<file path="config.mk">
export PLATFORM = sky130hd
export DESIGN_NAME = quire_norm_pipe
export DESIGN_NICKNAME = d
export VERILOG_FILES = /design/src/rtl/quire_norm_pipe.sv
export SDC_FILE = /design/constraint.sdc
export NUM_CORES = 1
export LEC_CHECK = 0
export CORE_UTILIZATION = 61
export CTS_CLUSTER_SIZE = 20
export DETAILED_ROUTE_END_ITERATION = 12
export PLACE_DENSITY_LB_ADDON = 0.12
export SETUP_SLACK_MARGIN = 0.15
export SYNTH_ARGS = -nofsm -noshare
export SYNTH_HDL_FRONTEND = slang
export SYNTH_SLANG_ARGS = --single-unit
export TNS_END_PERCENT = 50
</file>
<file path="constraint.sdc">
create_clock -name clk_i -period 6.5 [get_ports clk_i]
set_input_delay 0.65 -clock clk_i [delete_from_list [all_inputs] [get_ports clk_i]]
set_output_delay 0.65 -clock clk_i [all_outputs]
set_load 0.02 [all_outputs]
</file>
<file path="src/rtl/quire_norm_pipe.sv">
// quire_norm_pipe: carry-propagates a segmented carry-save quire accumulator and normalises it
// into sign, signed scale factor, rounded mantissa fraction and ovf/udf/zero flags.
// Latency 3 cycles, throughput 1/cycle; all stages advance together whenever the output register
// is empty or being consumed, so in_ready only drops while a result is held for the consumer.
//
// Ports:
//   clk_i, rstn          clock, async active-low reset
//   flush                synchronous clear of every in-flight transaction
//   in_valid/in_ready    input handshake; rnd_mode, acc_head, acc_seg sampled on transfer
//   acc_head             two's-complement head segment (HEADW bits)
//   acc_seg              NSEG packed segments of SEGW payload + 2 carry bits, segment 0 at the LSBs
//   out_valid/out_ready  output handshake
//   sign_q, sf_q, mts_q  result sign, signed scale factor, mantissa fraction (no hidden bit)
//   ovf, udf, zero       range / exact-zero flags
module quire_norm_pipe #(
  parameter int NSEG    = 4,
  parameter int SEGW    = 24,
  parameter int HEADW   = 6,
  parameter int FRACSEG = 2,
  parameter int MTSW    = 8,
  parameter int SF_MAX  = 40,
  parameter int SF_MIN  = -40,
  parameter int SFW     = $clog2(HEADW + NSEG * SEGW) + 2
) (
  input  logic                       clk_i,
  input  logic                       rstn,
  input  logic                       flush,
  input  logic                       rnd_mode,
  input  logic                       in_valid,
  output logic                       in_ready,
  input  logic [HEADW-1:0]           acc_head,
  input  logic [NSEG*(SEGW+2)-1:0]   acc_seg,
  output logic                       out_valid,
  input  logic                       out_ready,
  output logic                       sign_q,
  output logic [SFW-1:0]             sf_q,
  output logic [MTSW-1:0]            mts_q,
  output logic                       ovf,
  output logic                       udf,
  output logic                       zero
);

  localparam int W  = HEADW + NSEG * SEGW;
  localparam int SW = SEGW + 2;
  localparam int BP = FRACSEG * SEGW;
  localparam int PW = $clog2(W);
  localparam logic signed [SFW-1:0] SF_MAX_S = SFW'(SF_MAX);
  localparam logic signed [SFW-1:0] SF_MIN_S = SFW'(SF_MIN);

  logic advance;

  // stage 1 registers
  logic         s1_vld_q, s1_vld_d, s1_sign_q, s1_sign_d, s1_mneg_q, s1_mneg_d, s1_rnd_q, s1_rnd_d;
  logic [W-1:0] s1_mag_q, s1_mag_d;
  logic [W-1:0] acc_sum;

  // stage 2 registers
  logic                  s2_vld_q, s2_vld_d, s2_sign_q, s2_sign_d, s2_mneg_q, s2_mneg_d;
  logic                  s2_rnd_q, s2_rnd_d, s2_zero_q, s2_zero_d, s2_sticky_q, s2_sticky_d;
  logic [MTSW:0]         s2_top_q, s2_top_d;
  logic signed [SFW-1:0] s2_sf_q, s2_sf_d;
  logic [PW-1:0]         lead_pos;
  logic [W-1:0]          norm;

  // stage 3 / output registers
  logic                  out_valid_q, out_valid_d, sign_d, ovf_q, ovf_d, udf_q, udf_d, zero_q, zero_d;
  logic [SFW-1:0]        sf_d;
  logic [MTSW-1:0]       mts_d;
  logic [MTSW-1:0]       mts_raw, mts_rnd;
  logic                  guard_bit, inc, wrap;
  logic signed [SFW-1:0] sf_rnd;

  assign advance   = !out_valid_q || out_ready;
  assign in_ready  = advance;
  assign out_valid = out_valid_q;
  assign ovf       = ovf_q;
  assign udf       = udf_q;
  assign zero      = zero_q;

  // Stage 1: the ripple of carry fields into the next segment is equivalent to summing every
  // segment (payload + carries) at its own weight; head carry-out falls off the top (mod 2^W).
  always_comb begin
    acc_sum = '0;
    for (int i = 0; i < NSEG; i++) begin
      acc_sum = acc_sum + (W'(acc_seg[i*SW +: SW]) << (i * SEGW));
    end
    acc_sum = acc_sum + (W'(acc_head) << (NSEG * SEGW));

    s1_sign_d = acc_sum[W-1];
    s1_mag_d  = acc_sum[W-1] ? (~acc_sum + W'(1)) : acc_sum;
    // only the most-negative value still has its top bit set after negation
    s1_mneg_d = acc_sum[W-1] && s1_mag_d[W-1];
    s1_rnd_d  = rnd_mode;
    if (!advance) begin
      s1_sign_d = s1_sign_q;
      s1_mag_d  = s1_mag_q;
      s1_mneg_d = s1_mneg_q;
      s1_rnd_d  = s1_rnd_q;
    end
    s1_vld_d = flush ? 1'b0 : (advance ? in_valid : s1_vld_q);
  end

  // Stage 2: leading-one search, then left-justify so the hidden bit lands at W-1.
  // A zero magnitude leaves the hidden bit clear, which doubles as the zero detect.
  always_comb begin
    lead_pos = '0;
    for (int i = 0; i < W; i++) begin
      if (s1_mag_q[i]) lead_pos = PW'(i);
    end
    norm = s1_mag_q << (PW'(W - 1) - lead_pos);

    s2_zero_d   = ~norm[W-1];
    s2_top_d    = norm[W-2 -: MTSW+1];      // mantissa fraction followed by guard bit
    s2_sticky_d = |norm[W-3-MTSW:0];
    s2_sf_d     = s2_zero_d ? '0 : (SFW'(lead_pos) - SFW'(BP));
    s2_sign_d   = s1_sign_q;
    s2_mneg_d   = s1_mneg_q;
    s2_rnd_d    = s1_rnd_q;
    if (!advance) begin
      s2_zero_d   = s2_zero_q;
      s2_top_d    = s2_top_q;
      s2_sticky_d = s2_sticky_q;
      s2_sf_d     = s2_sf_q;
      s2_sign_d   = s2_sign_q;
      s2_mneg_d   = s2_mneg_q;
      s2_rnd_d    = s2_rnd_q;
    end
    s2_vld_d = flush ? 1'b0 : (advance ? s1_vld_q : s2_vld_q);
  end

  // Stage 3: round-nearest-even, renormalise on mantissa wrap, then clamp to range.
  always_comb begin
    mts_raw           = s2_top_q[MTSW:1];
    guard_bit         = s2_top_q[0];
    inc               = s2_rnd_q && guard_bit && (s2_sticky_q || mts_raw[0]);
    {wrap, mts_rnd}   = {1'b0, mts_raw} + {{MTSW{1'b0}}, inc};
    sf_rnd            = s2_sf_q + {{(SFW-1){1'b0}}, wrap};

    out_valid_d = flush ? 1'b0 : (advance ? s2_vld_q : out_valid_q);
    sign_d      = sign_q;
    sf_d        = sf_q;
    mts_d       = mts_q;
    ovf_d       = ovf_q;
    udf_d       = udf_q;
    zero_d      = zero_q;
    if (advance) begin
      sign_d = s2_sign_q;
      sf_d   = sf_rnd;
      mts_d  = mts_rnd;
      ovf_d  = 1'b0;
      udf_d  = 1'b0;
      zero_d = 1'b0;
      if (s2_zero_q) begin
        zero_d = 1'b1;
        udf_d  = 1'b1;
        sf_d   = '0;
        mts_d  = '0;
      end else if (s2_mneg_q || (sf_rnd > SF_MAX_S)) begin
        ovf_d  = 1'b1;
        sf_d   = SF_MAX_S;
        mts_d  = '1;
      end else if (sf_rnd < SF_MIN_S) begin
        udf_d  = 1'b1;
        sf_d   = '0;
        mts_d  = '0;
      end
    end
  end

  always_ff @(posedge clk_i or negedge rstn) begin
    if (!rstn) begin
      s1_vld_q    <= 1'b0;
      s1_sign_q   <= 1'b0;
      s1_mneg_q   <= 1'b0;
      s1_rnd_q    <= 1'b0;
      s1_mag_q    <= '0;
      s2_vld_q    <= 1'b0;
      s2_sign_q   <= 1'b0;
      s2_mneg_q   <= 1'b0;
      s2_rnd_q    <= 1'b0;
      s2_zero_q   <= 1'b0;
      s2_sticky_q <= 1'b0;
      s2_top_q    <= '0;
      s2_sf_q     <= '0;
      out_valid_q <= 1'b0;
      sign_q      <= 1'b0;
      sf_q        <= '0;
      mts_q       <= '0;
      ovf_q       <= 1'b0;
      udf_q       <= 1'b0;
      zero_q      <= 1'b0;
    end else begin
      s1_vld_q    <= s1_vld_d;
      s1_sign_q   <= s1_sign_d;
      s1_mneg_q   <= s1_mneg_d;
      s1_rnd_q    <= s1_rnd_d;
      s1_mag_q    <= s1_mag_d;
      s2_vld_q    <= s2_vld_d;
      s2_sign_q   <= s2_sign_d;
      s2_mneg_q   <= s2_mneg_d;
      s2_rnd_q    <= s2_rnd_d;
      s2_zero_q   <= s2_zero_d;
      s2_sticky_q <= s2_sticky_d;
      s2_top_q    <= s2_top_d;
      s2_sf_q     <= s2_sf_d;
      out_valid_q <= out_valid_d;
      sign_q      <= sign_d;
      sf_q        <= sf_d;
      mts_q       <= mts_d;
      ovf_q       <= ovf_d;
      udf_q       <= udf_d;
      zero_q      <= zero_d;
    end
  end

endmodule

</file>
==> results by group <==
Global route
  – Total grt overflow: 0
  – Vias in the first global route: slightly below 20000
  – GRT Overall Usage: 0.4328
  – Pin count of the biggest net entering global routing: 117
  – Antenna violations before repair: 0
  – First-pass GRT wire length: 107.6 mm

Floorplan
  – Top Ports: approximately 140
  – Starting Density: 0.6261
  – Die Height: 177.3 um
  – DIE AREA: 31450 um2
  – Core area: approximately 30000 um2
  – FP Rows: 63
  – Die Width: 177.3 um

Final layout
  – Fillers: 2457
  – Nets: 2761
  – Antenna diodes: 0
  – Area grow syn2layout: 14.54%
  – Layout cell share with drive strength beyond 1: 0.1011
  – Fin cells: 3030

Power and ir drop
  – Gate power share: 0.638
  – Flop pwr share: 0.203
  – Switching Share: 0.4932
  – Clock Power Share: 0.159
  – P_int: 3.499 mW
  – P per Cell Area: between 300 and 400 nW/um2
  – Psw: approximately 3.4 mW
  – Leakage: 8.053 nW
  – Maximum VDD drop: between 0.2 and 0.25 mV
  – Design Power: 6.905 mW

CTS
  – Clock Root Buffer: clkbuf_16
  – Clk slew on worst S/H paths: 0.08 ns
  – Number of setup buffers added after CTS: 0
  – H-tree levels: 4
  – Cts hold-fix bufs: 0
  – CTS tree: done
  – Worst skew pair latency: 0.46 ns
  – Clock buffer depth: 2
  – Clock sink count: 150
  – Post-CTS sizing: 0
  – CTS Buf Count: 17

Hold path
  – HP Class: in -> async

Timing
  – Final min period: 6.104 ns
  – Hold slack: 0.1785 ns
  – Final number of max-transition violations: 0
  – Max Freq: roughly 160 MHz
  – Final Skew: about 0.012 ns
  – RSZ-0062 raised after global routing: no
  – Final Hold Fails: 0
  – Slew @ Worst Pin: 1.199 ns
  – Crit share post-route: 0.9391
  – Max transition margin: 0.1930
  – Setup Viol. Count Final: 0
  – Setup TNS: 0 ns

Worst setup path
  – Critical path capture point type: flip-flop
  – Worst Setup Start Kind: flip-flop
  – Critical Path RT: 6.82 ns
  – Max FO, Critical Path: 17
  – Arrival @ worst endpoint: 6.43 ns
  – Worst Setup Path Type: reg -> reg

Run
  – MaxCap Viol Count: 0

Synthesis
  – Post-synthesis sequential area ratio: 0.2001
  – Syn Nets: 2688
  – Mapped cell area: 18750 um2
  – Ys async rst share: 1.000
  – Most frequent cells after synthesis: nand2_1, nor2_1, a21oi_1
  – Ys Warns: 0
  – Number of synthesized flops with an enable pin: 0
  – Post-synth top flop: dfrtp_1
  – Netlist cell types: 102
  – Area contributors post-synth: dfrtp_1, nand2_1, mux2i_1
  – Most numerous cell in the Yosys netlist: nand2_1
  – Yosys top cell by area: dfrtp_1
  – Mean post-synth cell area: 7.343 um2
  – Yosys reg bits: 150
  – Mapped Cells: approximately 2600
  – Yosys top cell area share: 0.2001

Detailed routing
  – WL final: 68.16 mm
  – DRC Markers: 0
  – DR vias/cell: 7.079
  – Initial DRC count: 3068
  – Drt pass-1 iters: 6
  – Routed wire per std cell: 22.49 um
  – Via count: 21450
  – ANT nets after route: 0

Place
  – Dpl cells: 2998
  – GPL Wtd Cong: 1.049
  – I/O Buffers: 138
  – DP HPWL: around 53 mm

Outcome
  – Status: finished clean
==> cells in the final DEF, fill, tap and decap left out, drive strengths merged, types with 23 or more instances in the layout <==
| cell type | netlist | layout |
|---|---|---|
| nand2 | 326 | 326 |
| nor2 | 241 | 241 |
| a21oi | 180 | 180 |
| o21ai | 160 | 160 |
| dfrtp | 150 | 150 |
| clkdlybuf4s50 | 0 | 137 |
| buf | 72 | 118 |
| xnor2 | 108 | 108 |
| mux2i | 101 | 101 |
| nand3 | 97 | 97 |
| xor2 | 81 | 81 |
| nor3 | 77 | 77 |
| a211oi | 60 | 60 |
| nor4 | 56 | 56 |
| inv | 42 | 44 |
| and3 | 39 | 39 |
| mux2 | 38 | 38 |
| a31oi | 35 | 35 |
| a22oi | 33 | 33 |
| a2111oi | 30 | 30 |
| o31ai | 28 | 28 |
| o211ai | 27 | 27 |
| nand4 | 26 | 26 |
| a21o | 24 | 24 |
| or4 | 23 | 23 |
==> power by group through the flow <==
| stage | sequential (mW) | clock (mW) | combinational [mW] |
|---|---|---|---|
| final | 1.40 | 1.10 | 4.41 |
| after global routing | 1.43 | 1.13 | 4.64 |
| after CTS | 1.38 | 1.10 | 4.23 |
| after detailed placement | 1.40 | 0 | 4.21 |
| after global placement | 1.38 | 0 | 4.17 |
| after floorplan | 1.34 | 0 | 2.79 |
==> logic make-up (layout without fill, tap and decap cells) <==
family | Yosys count | in the layout | share of synthesized area
simple gates | 1011 | 1011 | 0.2602
compound gates | 783 | 783 | 0.2847
buf+inv | 244 | 330 | 0.05310
xor+xnor | 189 | 189 | 0.08867
mux | 159 | 159 | 0.1007
flops | 150 | 150 | 0.2001
fa+ha+maj | 18 | 18 | 0.01241
==> path summary, 6_finish.rpt <==
path	start	endpoint	slack [ns]	cells past startpoint
setup reg to reg	s1_mag_q[44]	s2_sticky_q	0.40	18
max in group asynchronous	rstn	s1_mag_q[96]	4.83	2
min in group clk_i	s1_rnd_q	s2_rnd_q	0.47	2
hold reg to reg	s1_rnd_q	s2_rnd_q	0.47	2
hold / removal	rstn	s2_sign_q	0.18	1
setup / recovery	s1_mag_q[44]	s2_sticky_q	0.40	18
==> cell type report <==
type	instances	area [um2]	share of cell area
Clock buffer	19	432.9	0.02015
Inverter	43	163.9	0.007630
Timing Repair Buffer	255	2336	0.1087
Clock inverter	13	193.9	0.009028
Sequential cell	150	3754	0.1747
Multi-Input combinational cell	2160	14110	0.6570
Tap cell	390	488.0	0.02272
==> state kept, by name, indices dropped and copies added, names as in the netlist, 8 cells and up <==
signal / flops
s1_mag_q: 101
s2_top_q: 9
sf_q: 9
mts_q: 8
s2_sf_q: 8
==> metal layers <==
| layer | vias to the layer above | share of wire | global-route usage |
|---|---|---|---|
| met4 | 0 | 0.051 | 0.2023 |
| met3 | 236 | 0.10 | 0.07241 |
| met1 | 10050 | 0.41 | 0.5929 |
| li1 | 9729 | - | - |
| met2 | 1435 | 0.44 | 0.6626 |
| met5 | - | 0 | 0 |
==> per-stage QoR <==
stage                     utilization  worst slack (ns)  cell area, um2
after floorplan                     -            0.6189           18750
after global placement         0.6961            0.4232           20850
after detailed placement       0.6961            0.2304           20850
after CTS                      0.7170            0.5579           21480
after global routing           0.7172            0.2185           21480
final                          0.7172            0.3961           21480
==> worst max-delay path: stages, from the launching register on <==
cell       delay [ns]
dfrtp_1          0.48
or4_1            0.66
nor3b_1          0.29
o21ai_0          0.24
a31oi_1          0.26
o21ai_0          0.12
buf_4            0.17
nand2b_1         0.20
ha_2             0.27
xor2_4           0.28
a2111oi_0        0.52
nor4_1           0.21
a222oi_1         0.49
o2111a_1         0.29
nand2_1          0.08
o41a_1           0.50
nor4b_2          0.28
a311oi_1         0.11
or4_1            0.53
Note: power is estimated with default switching activity, not from simulation.
